$ cat src/rtl/mem_bus_arbiter.sv
// -----------------------------------------------------------------------------
// mem_bus_arbiter
//
// Shares one single-port, variable-latency memory between the CPU
// instruction-fetch port (i_*) and the mem-stage data port (d_*).
//
// Transaction flow (IDLE -> BUSY -> RESP):
//   IDLE : requests are sampled; the winner's address/data/strobes are
//          captured into the registered m_* outputs and m_ce is raised.
//   BUSY : m_* held stable while waiting for m_ready. A watchdog ends the
//          transaction with an error if m_ready never arrives.
//   RESP : the owner's one-cycle ack pulse (with err_o on a timeout).
//
// Data requests win by default. A starvation counter forces a fetch grant
// after STARVE_MAX consecutive data grants that were made while a fetch
// was waiting.
//
// Parameters:
//   ADDR_W      - address width
//   DATA_W      - data width
//   TIMEOUT_CYC - BUSY cycles allowed before error termination (>=1)
//   STARVE_MAX  - data grants with fetch pending before fetch is forced (>=1)
//
// Ports:
//   clk, rst         - clock, synchronous active-high reset
//   i_req/i_addr     - fetch request (held until i_ack) and address
//   i_rdata/i_ack    - fetch read data and one-cycle completion pulse
//   d_req/d_we/d_addr/d_wdata/d_sel
//                    - data request (held until d_ack), write flag,
//                      address, write data, byte enables
//   d_rdata/d_ack    - data read result and one-cycle completion pulse
//   err_o            - high together with the ack of a timed-out transaction
//   m_ce/m_we/m_addr/m_wdata/m_sel
//                    - registered memory request outputs
//   m_rdata/m_ready  - memory read data and completion strobe
//   stall_req_o      - a port has a request that is not being acked now
// -----------------------------------------------------------------------------
module mem_bus_arbiter #(
    parameter int ADDR_W      = 32,
    parameter int DATA_W      = 32,
    parameter int TIMEOUT_CYC = 16,
    parameter int STARVE_MAX  = 4
) (
    input  logic              clk,
    input  logic              rst,
    // instruction-fetch port
    input  logic              i_req,
    input  logic [ADDR_W-1:0] i_addr,
    output logic [DATA_W-1:0] i_rdata,
    output logic              i_ack,
    // data port
    input  logic              d_req,
    input  logic              d_we,
    input  logic [ADDR_W-1:0] d_addr,
    input  logic [DATA_W-1:0] d_wdata,
    input  logic [3:0]        d_sel,
    output logic [DATA_W-1:0] d_rdata,
    output logic              d_ack,
    output logic              err_o,
    // memory side
    output logic              m_ce,
    output logic              m_we,
    output logic [ADDR_W-1:0] m_addr,
    output logic [DATA_W-1:0] m_wdata,
    output logic [3:0]        m_sel,
    input  logic [DATA_W-1:0] m_rdata,
    input  logic              m_ready,
    // pipeline stall control
    output logic              stall_req_o
);

    localparam int TCNT_W   = (TIMEOUT_CYC > 1) ? $clog2(TIMEOUT_CYC) : 1;
    localparam int STARVE_W = $clog2(STARVE_MAX + 1);

    localparam logic [TCNT_W-1:0]   TCNT_LAST  = TCNT_W'(TIMEOUT_CYC - 1);
    localparam logic [STARVE_W-1:0] STARVE_LIM = STARVE_W'(STARVE_MAX);

    typedef enum logic [1:0] {
        ST_IDLE = 2'd0,
        ST_BUSY = 2'd1,
        ST_RESP = 2'd2
    } state_t;

    // owner encoding: 1 = data port, 0 = fetch port
    state_t              state_q,   state_d;
    logic                owner_q,   owner_d;
    logic [TCNT_W-1:0]   tcnt_q,    tcnt_d;
    logic [STARVE_W-1:0] starve_q,  starve_d;
    logic                m_ce_q,    m_ce_d;
    logic                m_we_q,    m_we_d;
    logic [ADDR_W-1:0]   m_addr_q,  m_addr_d;
    logic [DATA_W-1:0]   m_wdata_q, m_wdata_d;
    logic [3:0]          m_sel_q,   m_sel_d;
    logic [DATA_W-1:0]   i_rdata_q, i_rdata_d;
    logic [DATA_W-1:0]   d_rdata_q, d_rdata_d;
    logic                i_ack_q,   i_ack_d;
    logic                d_ack_q,   d_ack_d;
    logic                err_q,     err_d;

    logic                grant_data_s;

    // Next-state and registered-output computation for the arbiter FSM.
    always_comb begin
        state_d      = state_q;
        owner_d      = owner_q;
        tcnt_d       = tcnt_q;
        starve_d     = starve_q;
        m_ce_d       = m_ce_q;
        m_we_d       = m_we_q;
        m_addr_d     = m_addr_q;
        m_wdata_d    = m_wdata_q;
        m_sel_d      = m_sel_q;
        i_rdata_d    = i_rdata_q;
        d_rdata_d    = d_rdata_q;
        i_ack_d      = 1'b0;
        d_ack_d      = 1'b0;
        err_d        = 1'b0;
        grant_data_s = 1'b0;

        case (state_q)
            ST_IDLE: begin
                if (i_req || d_req) begin
                    // Data wins unless a waiting fetch has been passed over
                    // STARVE_MAX times in a row.
                    grant_data_s = d_req && !(i_req && (starve_q == STARVE_LIM));
                    owner_d      = grant_data_s;
                    m_ce_d       = 1'b1;
                    tcnt_d       = '0;
                    state_d      = ST_BUSY;
                    if (grant_data_s) begin
                        m_we_d    = d_we;
                        m_addr_d  = d_addr;
                        m_wdata_d = d_wdata;
                        m_sel_d   = d_sel;
                        // Only grants that bypass a waiting fetch count.
                        if (i_req && (starve_q != STARVE_LIM)) begin
                            starve_d = starve_q + STARVE_W'(1);
                        end else begin
                            starve_d = starve_q;
                        end
                    end else begin
                        m_we_d    = 1'b0;
                        m_addr_d  = i_addr;
                        m_wdata_d = '0;
                        m_sel_d   = 4'b1111;
                        starve_d  = '0;
                    end
                end else begin
                    state_d = ST_IDLE;
                end
            end

            ST_BUSY: begin
                // m_ready takes precedence over an expiring watchdog.
                if (m_ready) begin
                    if (owner_q) begin
                        d_ack_d = 1'b1;
                        // A write leaves the last read result in place.
                        if (!m_we_q) begin
                            d_rdata_d = m_rdata;
                        end else begin
                            d_rdata_d = d_rdata_q;
                        end
                    end else begin
                        i_ack_d   = 1'b1;
                        i_rdata_d = m_rdata;
                    end
                    m_ce_d  = 1'b0;
                    m_we_d  = 1'b0;
                    state_d = ST_RESP;
                end else if (tcnt_q == TCNT_LAST) begin
                    err_d = 1'b1;
                    if (owner_q) begin
                        d_ack_d = 1'b1;
                        if (!m_we_q) begin
                            d_rdata_d = '0;
                        end else begin
                            d_rdata_d = d_rdata_q;
                        end
                    end else begin
                        i_ack_d   = 1'b1;
                        i_rdata_d = '0;
                    end
                    m_ce_d  = 1'b0;
                    m_we_d  = 1'b0;
                    state_d = ST_RESP;
                end else begin
                    tcnt_d = tcnt_q + TCNT_W'(1);
                end
            end

            ST_RESP: begin
                // Ack pulse is on the outputs this cycle; requests ignored.
                state_d = ST_IDLE;
            end

            default: begin
                state_d = ST_IDLE;
                m_ce_d  = 1'b0;
                m_we_d  = 1'b0;
            end
        endcase
    end

    // State and output registers with synchronous reset.
    always_ff @(posedge clk) begin
        if (rst) begin
            state_q   <= ST_IDLE;
            owner_q   <= 1'b0;
            tcnt_q    <= '0;
            starve_q  <= '0;
            m_ce_q    <= 1'b0;
            m_we_q    <= 1'b0;
            m_addr_q  <= '0;
            m_wdata_q <= '0;
            m_sel_q   <= 4'b0000;
            i_rdata_q <= '0;
            d_rdata_q <= '0;
            i_ack_q   <= 1'b0;
            d_ack_q   <= 1'b0;
            err_q     <= 1'b0;
        end else begin
            state_q   <= state_d;
            owner_q   <= owner_d;
            tcnt_q    <= tcnt_d;
            starve_q  <= starve_d;
            m_ce_q    <= m_ce_d;
            m_we_q    <= m_we_d;
            m_addr_q  <= m_addr_d;
            m_wdata_q <= m_wdata_d;
            m_sel_q   <= m_sel_d;
            i_rdata_q <= i_rdata_d;
            d_rdata_q <= d_rdata_d;
            i_ack_q   <= i_ack_d;
            d_ack_q   <= d_ack_d;
            err_q     <= err_d;
        end
    end

    assign m_ce    = m_ce_q;
    assign m_we    = m_we_q;
    assign m_addr  = m_addr_q;
    assign m_wdata = m_wdata_q;
    assign m_sel   = m_sel_q;
    assign i_rdata = i_rdata_q;
    assign d_rdata = d_rdata_q;
    assign i_ack   = i_ack_q;
    assign d_ack   = d_ack_q;
    assign err_o   = err_q;

    // A port stalls the pipeline while it requests and is not being acked.
    assign stall_req_o = (i_req & ~i_ack_q) | (d_req & ~d_ack_q);

endmodule

$ cat config.mk
export PLATFORM = sky130hd
export DESIGN_NAME = mem_bus_arbiter
export DESIGN_NICKNAME = d
export VERILOG_FILES = /design/src/rtl/mem_bus_arbiter.sv
export SDC_FILE = /design/constraint.sdc
export NUM_CORES = 1
export LEC_CHECK = 0
export CAP_MARGIN = 20
export CORE_AREA = 2 2 113 126
export DETAILED_ROUTE_END_ITERATION = 16
export DIE_AREA = 0 0 115 128
export PLACE_DENSITY = 0.85
export REMOVE_ABC_BUFFERS = 1
export SETUP_SLACK_MARGIN = 0.3
export SYNTH_ARGS = -nofsm -noshare
export SYNTH_HDL_FRONTEND = slang
export SYNTH_SLANG_ARGS = --single-unit
$ cat constraint.sdc
create_clock -name clk -period 3 [get_ports clk]
set_input_delay 0.6 -clock clk [delete_from_list [all_inputs] [get_ports clk]]
set_output_delay 0.6 -clock clk [all_outputs]
set_load 0.005 [all_outputs]
After elaboration in Yosys (flattened, before gate mapping)
Index checks and enable logic that the tools add are counted.
{"block": "op_classes", "addsub": 2, "bitwise_logic": 9, "n_reduce_logical": 16, "muxes": 37, "eq_ne": 10}
{"cell": "$mux 32", "n": 12}
{"cell": "$mux 4", "n": 4}
{"cell": "$mux 1", "n": 13}
{"cell": "$reduce_and 3->1", "n": 3}
{"cell": "$pmux 4 s2", "n": 1}
{"cell": "$reduce_and 4->1", "n": 2}
{"cell": "$mux 3", "n": 2}
{"cell": "$ne 2x2->1 const B", "n": 3}
{"cell": "$ne 3x3->1 const B", "n": 2}
{"cell": "$not 1->1", "n": 6}
{"cell": "$pmux 1 s3", "n": 2}
{"cell": "$add 4x1->4 const B", "n": 1}
{"cell": "$eq 4x4->1 const B", "n": 1}
{"cell": "$mux 2", "n": 2}
{"cell": "$pmux 2 s2", "n": 1}
{"cell": "$reduce_bool 2->1", "n": 2}
{"cell": "$add 3x1->3 const B", "n": 1}
{"cell": "$eq 3x3->1 const B", "n": 1}
{"cell": "$logic_and 1x1->1", "n": 3}
{"cell": "$reduce_or 3->1", "n": 1}
{"cell": "$and 1x1->1", "n": 2}
{"cell": "$eq 2x1->1 const B", "n": 1}
{"cell": "$eq 2x2->1 const B", "n": 1}
{"cell": "$logic_not 2->1", "n": 1}
{"cell": "other kinds (6)", "n": 6}
{"block": "word_totals", "wordCells": 88, "in_bits": 138, "out_inout_bits": 138, "register_bits": 147}

Logic depth before layout (Yosys ltp)
Gate-level depths: netlist of the first run.
{"block": "depth", "ltp_word": 7, "mapped_depth": 7, "mapped_depth_nobuf": 5}

Worst setup path after synthesis of the first run
Ideal clock, no wire load.
{"block": "synth_path", "path_kind": "in2out", "from": "input d_req", "to": "output stall_req_o", "stages": 5, "arrival_time_ps": 1302, "required_time_ps": 2400, "slack_ps": 1098, "n_path_buf": 3, "cell_sequence": "buf_2 > inv_2 > clkbuf_1 > buf_2 > o22ai_1"}
{"block": "synth_between", "elab_chain_cells": 2}
{"item": "from (decl)", "line_no": "52", "text": "input logic d_req,"}
{"item": "$and 1x1->1", "line_no": "252", "text": "assign stall_req_o = (i_req & ~i_ack_q) | (d_req & ~d_ack_q);"}
{"item": "$or 1x1->1", "line_no": "252"}
{"item": "to (decl)", "line_no": "69", "text": "output logic stall_req_o"}
Every way passes these cells.

Final worst setup path of the first run
{"block": "layout_path", "from": "input i_req", "to": "output stall_req_o"}
{"block": "layout_between", "elab_chain_cells": 2}
{"item": "from (decl)", "line_no": "47", "text": "input logic i_req,"}
{"item": "$and 1x1->1", "line_no": "252"}
{"item": "$or 1x1->1", "line_no": "252"}
Every way passes these cells.

==> run_results.csv, run 1 <==
group,metric,value,unit
critical_path,reg2reg_to,"i_rdata[2]",
worst_hold_path,hold_path.class,"flip-flop to flip-flop",
global_route,grt_pass1_vias,6101,
die,die_h,128,microns
detailed_routing,wl_per_cell,18.6,microns
die,rows,45,
synthesis,ys_types,39,
die,die_area,14700,sq um
cells_and_area,fillerInstances,1049,
clocking,cts_hold_buf,0,
critical_path,r2r_start,"tcnt_q[0]",
synthesis,netlist_area,5940,sq um
cells_and_area,fin_cells,1073,
sta,slew_headroom,44.4,%
global_route,antenna_found_initial,0,
sta,skew,0.00708,ns
die,initial_utilization,43.9,%
critical_path,endpoint_kind,"primary output",
detailed_routing,wirelength,19900,microns
synthesis,synth_top_cell_area_share,49.6,%
synthesis,synth_most_common_cell,"dfxtp_1",
cells_and_area,insertedDiodeCount,0,
clocking,cts_sinks,147,
critical_path,crit_chain,"clkdlybuf4s50_1, inv_1, o22ai_1, clkdlybuf4s50_1",
power_and_ir_drop,power.leakage,3.20,nW
global_route,overflow,0,
critical_path,required,2.40,ns
synthesis,ys_seq_area_share,49.6,%
detailed_routing,vias,6431,
cells_and_area,final_core_util,68.6,%
synthesis,synth.area.mux_share,0,%
cells_and_area,area_growth,56.2,%
global_route,grt_pass1_wl,31300,microns
detailed_routing,wl_met1,8010,microns
critical_path,worstRegToRegCells,5,
global_route,grt_usage,26.5,%
synthesis,yosys-top-cells-area,"dfxtp_1 50%, a21oi_1 9.2%, o21ai_0 8.3%",
critical_path,startpoint_type,"input pin",
place,dp_cells,1041,
detailed_routing,wl_met3,1850,microns
synthesis,synth_fa_ha_area_share,0.632,%
clocking,cts-resized-gates,0,
run_status,status,"finished clean",
detailed_routing,drtIter0Drc,598,
critical_path,critPathBufInv,3,
power_and_ir_drop,powerDensity,544,nW/um^2
clocking,path_clk_slew,0.06,ns
sta,fin_crit,2.42,ns
detailed_routing,vias_per_cell,5.99,
sta,finalHoldViolCount,0,
cells_and_area,fin_nets,1037,
synthesis,async_flop_share,0,%
die,num_io_pins,276,
sta,grt_setup_unrepaired,"false",
critical_path,cp_top_family,"buffers and inverters",
clocking,cts-root-buf,"clkbuf_16",
synthesis,synth_top_cell_by_area,"dfxtp_1",
run,max-cap-violations,0,
synthesis,synth_top_family_by_area,"compound AO/OA/AOI/OAI gates",
critical_path,crit_fanout,2,
global_route,grt_max_degree,79,
place,gp_congestion,0.859,
clocking,cts_buffer_depth,2,
clocking,post-cts-setup-buffers,0,
sta,fmax,413,MHz
detailed_routing,drc,0,
sta,fin_crit_sh,80.7,%
synthesis,syn_inst,668,
critical_path,slowest_delay,0.52,ns
place,place.port_buffers,275,
detailed_routing,ant_nets,0,
synthesis,yosysWarnings,0,
clocking,cts_made_buffers,17,
critical_path,path_class,"input pin to primary output",
power_and_ir_drop,ir_worst_vdd,0.302,mV
place,place_hpwl,12800,microns
synthesis,avgSynthCellArea,8.89,sq um
cells_and_area,drive_above_1_share,7.48,%
clocking,htree_levels,4,
sta,worstMarginPinSlew,0.835,ns
synthesis,yosys.area_share.simple,14.2,%
critical_path,rrSetupSlack,1.04,ns
sta,final-setup-viol-count,0,
worst_hold_path,hp-start,"d_rdata[11]",
synthesis,synth_common_cells,"147 x dfxtp_1, 109 x a21oi_1, 98 x o21ai_0, 70 x nand3_1, 52 x clkbuf_1",
clocking,cts_tree,"built",
detailed_routing,wl_met2,9730,microns
critical_path,crit_slowest_cell,"clkdlybuf4s50_1",
detailed_routing,routed.top_layer,"met4",
synthesis,ys.flop_type,"dfxtp_1",
clocking,clk_latency,0.42,ns
worst_hold_path,min_to,"d_rdata[11]",
die,die_w,115,microns
detailed_routing,dr.pass1.iters,5,
worst_hold_path,whs_path_depth,1,
synthesis,synth-seq-cells,147,
synthesis,synth_edf_count,0,
critical_path,critPathMostFrequentCell,"clkdlybuf4s50_1",
synthesis,synth-xor-area-share,0,%
sta,drv_slew,0,
die,coreArea,13500,sq um
critical_path,worstPathArrival,1.82,ns
synthesis,synth_compound_area_share,29.2,%
## routing by layer
layer	GRT usage [%]	vias to the layer above
li1	-	3009
met5	0	-
met4	10.2	0
met3	7.85	29
met1	32.5	3074
met2	43.8	319
## state kept, by name (all words and copies together) (netlist names), 2 cells and up
register and flops:
starve_q 3, tcnt_q 4, d_rdata 32, state_q 2
m_wdata 32, i_rdata 32, m_addr 32, m_sel 4
## power breakdown
part	leakage [nW]	total, mW	internal, mW	switching (mW)
Clock	0.281	2.04	1.24	0.797
Sequential	1.20	2.14	2.07	0.0662
Combinational	1.72	0.867	0.473	0.395
Total	3.20	5.04	3.78	1.26
## cell type report
type                    instances  area [sq um]  area share, %
repair buffers                291          2890           31.1
inverters                       6          22.5          0.243
clock inverters                 9          77.6          0.837
multi-input cells             433          2640           28.5
flip-flops and latches        147          2940           31.7
clock buffers                  23           498           5.37
well taps                     164           205           2.21
## logic make-up after synthesis
family / Yosys count
adders and majority gates: 3
DFF: 147
and+or+nand+nor: 147
buffers and inverters: 88
AOI/OAI and AO/OA: 283
## worst max path at each step
stage	endpoint	cells past startpoint	slack, ns	from
2_1_floorplan	tcnt_q[2]	3	-0.24	state_q[1]
3_3_place_gp	tcnt_q[2]	5	0.56	i_req
3_5_place_dp	tcnt_q[2]	5	0.54	i_req
4_1_cts	stall_req_o	4	0.57	i_req
5_1_grt	stall_req_o	4	0.49	i_req
6_report	stall_req_o	4	0.58	i_req
## stage by stage
step,TNS [ns],instance area [sq um],setup slack [ns],total power [mW],hold slack (ns)
after floorplan,-3.89,5570,-0.240,2.45,0.443
after detailed placement,0,8690,0.536,3.04,0.453
after global placement,0,8690,0.558,3.02,0.446
after CTS,0,9270,0.575,5.07,0.467
after global routing,0,9270,0.494,5.23,0.482
final,0,9270,0.580,5.04,0.461
## cells in the final DEF (no fill, tap or decap), types with 3 or more instances in the layout
master / instances
nand3_1: 69
nor4_1: 4
a21oi_1: 108
nand2_1: 7
ha_1: 3
buf_4: 15
o221ai_1: 3
and3_1: 3
o21ai_0: 98
nor3_1: 6
clkdlybuf4s50_1: 272
clkbuf_16: 17
clkinv_2: 5
a32o_1: 32
inv_1: 5
nor3b_1: 3
a311oi_1: 32
nand4_1: 35
clkinvlp_4: 3
or3b_2: 4
clkbuf_8: 5
dfxtp_1: 147
No activity file was read; power rests on OpenSTA's default activity.
==> run 2, diff against run 1 <==
--- a/config.mk
+++ b/config.mk
@@ -6,10 +6,10 @@
 export NUM_CORES = 1
 export LEC_CHECK = 0
 export CAP_MARGIN = 20
-export CORE_AREA = 2 2 113 126
+export CORE_AREA = 2 2 118 132
 export DETAILED_ROUTE_END_ITERATION = 16
-export DIE_AREA = 0 0 115 128
-export PLACE_DENSITY = 0.85
+export DIE_AREA = 0 0 120 134
+export PLACE_DENSITY = 0.79
 export REMOVE_ABC_BUFFERS = 1
 export SETUP_SLACK_MARGIN = 0.3
 export SYNTH_ARGS = -nofsm -noshare
==> constraint.sdc (replaced) <==
create_clock -name clk -period 2.5 [get_ports clk]
set_input_delay 0.5 -clock clk [delete_from_list [all_inputs] [get_ports clk]]
set_output_delay 0.5 -clock clk [all_outputs]
set_load 0.005 [all_outputs]
==> run 2 against run 1 <==
Net effect:
- critical path depth down 3
- largest cell class is now buffers
- worst setup slack better by 0.011 ns
- final cell count up 3.1%
- via count down 1.7%
- critical path type is now flip-flop to primary output
- utilization down 4.9 points
==> run_results.csv, run 2 (synthesis results as in run 1) <==
group,metric,value,unit
sta,worst_slack,0.591,ns
power_and_ir_drop,pwr-share-seq,41.8,%
cells_and_area,fillerInstances,1234,
power_and_ir_drop,ir_worst_vdd,0.377,mV
cells_and_area,insertedDiodeCount,0,
place,place.port_buffers,275,
global_route,antenna_found_initial,1,
sta,drv_slew,0,
critical_path,crit_fanout,4,
die,coreArea,14800,sq um
global_route,grt_usage,24.2,%
worst_hold_path,hp-start,"m_ready",
die,num_io_pins,276,
power_and_ir_drop,power.total,6.13,mW
global_route,overflow,0,
cells_and_area,final_cell_mix,"271 x clkdlybuf4s50_1, 147 x dfxtp_1, 108 x a21oi_1, 98 x o21ai_0, 69 x nand3_1",
clocking,cts-root-buf,"clkbuf_16",
critical_path,slowest_delay,0.58,ns
cells_and_area,fin_nets,1038,
detailed_routing,drc,0,
sta,fin_crit,1.91,ns
critical_path,critPathLaunch,"m_we",
run,max-cap-violations,0,
clocking,cts_tree,"built",
power_and_ir_drop,combPwrFrac,17.1,%
clocking,cts_made_buffers,17,
run_status,status,"finished clean",
sta,slew_headroom,52.6,%
clocking,clk_latency,0.41,ns
sta,skew,0.00843,ns
cells_and_area,area_growth,58.3,%
sta,fmax,524,MHz
global_route,grt_pass1_vias,5802,
die,die_area,16100,sq um
detailed_routing,vias_per_cell,5.72,
detailed_routing,ant_nets,0,
power_and_ir_drop,power.internal,4.63,mW
clocking,cts_buffer_depth,2,
critical_path,required,2.00,ns
worst_hold_path,hold_path.class,"input pin to flip-flop",
place,place_hpwl,12900,microns
global_route,grt_max_degree,112,
die,rows,47,
clocking,path_clk_slew,0.06,ns
sta,grt_setup_unrepaired,"false",
detailed_routing,dr.pass1.iters,5,
critical_path,crit_slowest_cell,"clkdlybuf4s50_1",
cells_and_area,drive_above_1_share,7.47,%
power_and_ir_drop,power.leakage,3.24,nW
sta,worstMarginPinSlew,0.711,ns
place,placed_cell_area,8800,sq um
critical_path,critPathBufInv,1,
global_route,grt_pass1_wl,31300,microns
clocking,cts_sinks,147,
detailed_routing,wirelength,19900,microns
die,die_w,120,microns
place,gp_congestion,0.791,
critical_path,startpoint_type,"flip-flop",
sta,final-setup-viol-count,0,
critical_path,cp_top_family,"buffers and inverters",
cells_and_area,final_common_cell,"clkdlybuf4s50_1",
critical_path,crit_chain,"clkdlybuf4s50_1",
cells_and_area,fin_area,9400,sq um
die,initial_utilization,40.2,%
critical_path,worstPathArrival,1.41,ns
sta,finalHoldViolCount,0,
detailed_routing,drtIter0Drc,523,
detailed_routing,wl_per_cell,18.0,microns
critical_path,r2r_start,"state_q[0]",
cells_and_area,final_core_util,63.7,%
clocking,htree_levels,4,
power_and_ir_drop,powerDensity,653,nW/um^2
detailed_routing,vias,6321,
critical_path,path_class,"flip-flop to primary output",
power_and_ir_drop,p_sw,1.50,mW
place,pre_cts_slack,0.313,ns
die,die_h,134,microns
critical_path,endpoint_kind,"primary output",
clocking,post-cts-setup-buffers,0,
power_and_ir_drop,power_frac_clock,41.1,%
sta,fin_crit_sh,76.4,%
power_and_ir_drop,p_sw_share,24.5,%
run 2: cell count changes in the layout (fill, tap and decap cells not counted):
cell / delta
clkdlybuf4s50_1: -1
buf_4: -4
buf_12: +5
clkinv_4: +2
clkbuf_8: -1
clkinvlp_4: -3
dlymetal6s2s_1: +1
clkbuf_1: +1
bufinv_16: +1
run 2: worst paths after layout:
path,end,slack (ns),cells after the start
setup / recovery,m_we,0.59,1
hold / removal,err_o,0.39,2
setup reg to reg,i_rdata[6],0.66,3
hold reg to reg,d_rdata[30],0.46,1
run 2: power by group through the flow:
stage | clock network (mW) | logic [mW] | registers, mW
detailed placement | 0 | 1.05 | 2.61
global route | 2.69 | 1.13 | 2.58
global placement | 0 | 1.04 | 2.61
CTS | 2.57 | 1.05 | 2.56
floorplan | 0 | 0.326 | 2.61
finish | 2.52 | 1.05 | 2.57
run 2: metrics by stage:
step / hold slack, ns / setup TNS [ns] / std cells
2_1_floorplan: 0.443 / -43.08 / 586
3_3_place_gp: 0.446 / 0 / 1074
3_5_place_dp: 0.454 / 0 / 1074
4_1_cts: 0.380 / 0 / 1106
5_1_grt: 0.387 / 0 / 1106
6_report: 0.394 / 0 / 1106
run 2: layout make-up:
class	count	area [sq um]	share of cell area (%)
well taps	196	245	2.61
clock inverters	9	103	1.09
inverters	6	22.5	0.240
clock buffers	23	488	5.19
multi-input cells	433	2640	28.1
repair buffers	292	2960	31.5
flip-flops and latches	147	2940	31.3
run 2: worst register-to-register path: cells and delay by family, from the launching register on:
kind / cells / cell delay (ns)
DFF: 1 / 0.53
and+or+nand+nor: 1 / 0.77
AOI/OAI and AO/OA: 2 / 0.40
run 2: metal layers:
| metal | vias to the layer above | routed length [microns] | share of wire (%) | global-route usage (%) |
|---|---|---|---|---|
| met4 | 2 | 383 | 1.9 | 7.84 |
| met5 | - | 11 | 0.055 | 0 |
| met3 | 25 | 1690 | 8.5 | 8.29 |
| met1 | 3003 | 7970 | 40 | 29.7 |
| li1 | 3012 | - | - | - |
| met2 | 279 | 9850 | 49 | 39.9 |
run 2: what timing repair did:
item | 4_1_cts | 5_1_grt
setup endpoints to repair | 0 | 1
gates resized for setup | 0 | 1
hold buffers | 0 | 0
endpoints found under the hold margin | 0 | 0
==> run 3, diff against run 2 <==
==> constraint.sdc (replaced) <==
create_clock -name clk -period 2 [get_ports clk]
set_input_delay 0.4 -clock clk [delete_from_list [all_inputs] [get_ports clk]]
set_output_delay 0.4 -clock clk [all_outputs]
set_load 0.005 [all_outputs]
==> run 3 against run 2 <==
Net effect:
- critical path depth unchanged
- highest routed layer unchanged
- register-to-register slack worse by 0.27 ns
- critical endpoint is now m_addr[4]
- die area unchanged
- non-clock buffer count up 7
- final cell count up 0.45%
==> run_results.csv, run 3 (synthesis results as in run 1) <==
group,metric,value,unit
critical_path,worstPathArrival,1.26,ns
global_route,antenna_found_initial,2,
cells_and_area,drive_above_1_share,9.40,%
critical_path,path_class,"flip-flop to primary output",
global_route,busiest_layer,"met2",
die,die_w,120,microns
sta,grt_setup_unrepaired,"false",
die,num_io_pins,276,
worst_hold_path,hp-start,"m_ready",
sta,final-setup-viol-count,0,
critical_path,crit_fanout,2,
die,coreArea,14800,sq um
sta,skew,0.0107,ns
global_route,grt_use_met3,9.18,%
clocking,clk_latency,0.41,ns
power_and_ir_drop,ir_worst_vdd,0.482,mV
critical_path,r2r_start,"state_q[0]",
clocking,path_clk_slew,0.06,ns
place,place.port_buffers,275,
detailed_routing,dr.pass1.iters,5,
sta,drv_slew,0,
worst_hold_path,hold_path.class,"input pin to flip-flop",
clocking,htree_levels,4,
power_and_ir_drop,powerDensity,810,nW/um^2
sta,hold_ws,0.247,ns
global_route,grt_pass1_vias,6016,
die,die_area,16100,sq um
detailed_routing,wl_per_cell,18.1,microns
sta,finalHoldViolCount,0,
detailed_routing,drc,0,
cells_and_area,final_cell_mix,"229 x clkdlybuf4s50_1, 136 x dfxtp_1, 108 x a21oi_1, 98 x o21ai_0, 69 x nand3_1",
place,place_hpwl,13100,microns
critical_path,critPathLaunch,"m_addr[4]",
cells_and_area,fin_area,9600,sq um
global_route,overflow,0,
cells_and_area,fin_nets,1045,
global_route,grt_max_degree,110,
critical_path,critPathBufInv,1,
clocking,cts_sinks,147,
global_route,grt_pass1_wl,31200,microns
run_status,status,"finished clean",
sta,worstMarginPinSlew,0.494,ns
critical_path,crit_slowest_cell,"clkdlybuf4s50_1",
place,gp_congestion,0.822,
detailed_routing,vias,6340,
clocking,cts_tree,"built",
detailed_routing,drtIter0Drc,487,
global_route,grt_usage,24.1,%
clocking,cts-root-buf,"clkbuf_16",
place,placed_cell_area,8890,sq um
sta,fmax,601,MHz
die,die_h,134,microns
power_and_ir_drop,power.leakage,3.91,nW
critical_path,cp_top_family,"buffers and inverters",
die,rows,47,
clocking,cts_buffer_depth,2,
global_route,met1_usage,27.9,%
critical_path,slowest_delay,0.53,ns
cells_and_area,insertedDiodeCount,0,
cells_and_area,area_growth,61.7,%
detailed_routing,vias_per_cell,5.71,
critical_path,endpoint_kind,"primary output",
detailed_routing,wirelength,20100,microns
cells_and_area,final_common_cell,"clkdlybuf4s50_1",
sta,fin_crit,1.66,ns
clocking,cts_made_buffers,17,
die,initial_utilization,40.2,%
clocking,cts_hold_buf,0,
critical_path,required,1.60,ns
sta,slew_headroom,67.0,%
critical_path,crit_chain,"clkdlybuf4s50_1",
global_route,grtUsageMet2,40.5,%
power_and_ir_drop,power.total,7.77,mW
run,max-cap-violations,0,
sta,fin_crit_sh,83.1,%
critical_path,startpoint_type,"flip-flop",
detailed_routing,ant_nets,0,
[run 3: cell count changes in the layout (fill, tap and decap cells not counted), sizes merged, moves of 4 or more]
cell,change
clkdlybuf4s50,-42
dlymetal6s2s,+35
clkinv,-4
dlygate4sd2,+6
buf,+7
[run 3: what timing repair did]
| item | CTS | global route |
|---|---|---|
| endpoints found under the setup margin | 72 | 52 |
| gates resized for setup | 14 | 43 |
| gates cloned | 0 | 0 |
| buffers inserted | 0 | 0 |
[run 3: cell type report]
class	count	area (sq um)
multi-input cells	433	2640
flip-flops and latches	147	2960
repair buffers	299	3120
inverters	6	22.5
well taps	196	245
fillers	1245	5160
clock inverters	8	125
clock buffers	22	484
[run 3: where the power goes]
group	total [mW]	leakage (nW)	internal (mW)	switching (mW)
Clock	3.26	0.298	2.08	1.17
Sequential	3.21	1.21	3.11	0.100
Combinational	1.31	2.40	0.716	0.592
[run 3: metrics by stage]
step / TNS, ns / setup WS (ns) / cells / util (%)
after floorplan: -103.56 / -1.24 / 586 / -
after global placement: 0 / 0.0220 / 1081 / 60.3
after detailed placement: -0.00679 / -0.00679 / 1081 / 60.3
after CTS: 0 / 0.268 / 1111 / 64.4
after global routing: 0 / 0.301 / 1111 / 65.0
final: 0 / 0.337 / 1111 / 65.0
[run 3: path summary, 6_finish.rpt]
check,end,slack (ns),cells after the start
max,m_addr[4],0.34,1
max reg2reg,d_rdata[19],0.39,4
min reg2reg,d_rdata[20],0.46,1
min,err_o,0.25,2
[run 3: per-layer routing]
layer / up-vias / part of all wire, %
met5: - / 0.12
met4: 4 / 1.9
met3: 32 / 9.4
met2: 265 / 49
met1: 3026 / 39
li1: 3013 / -
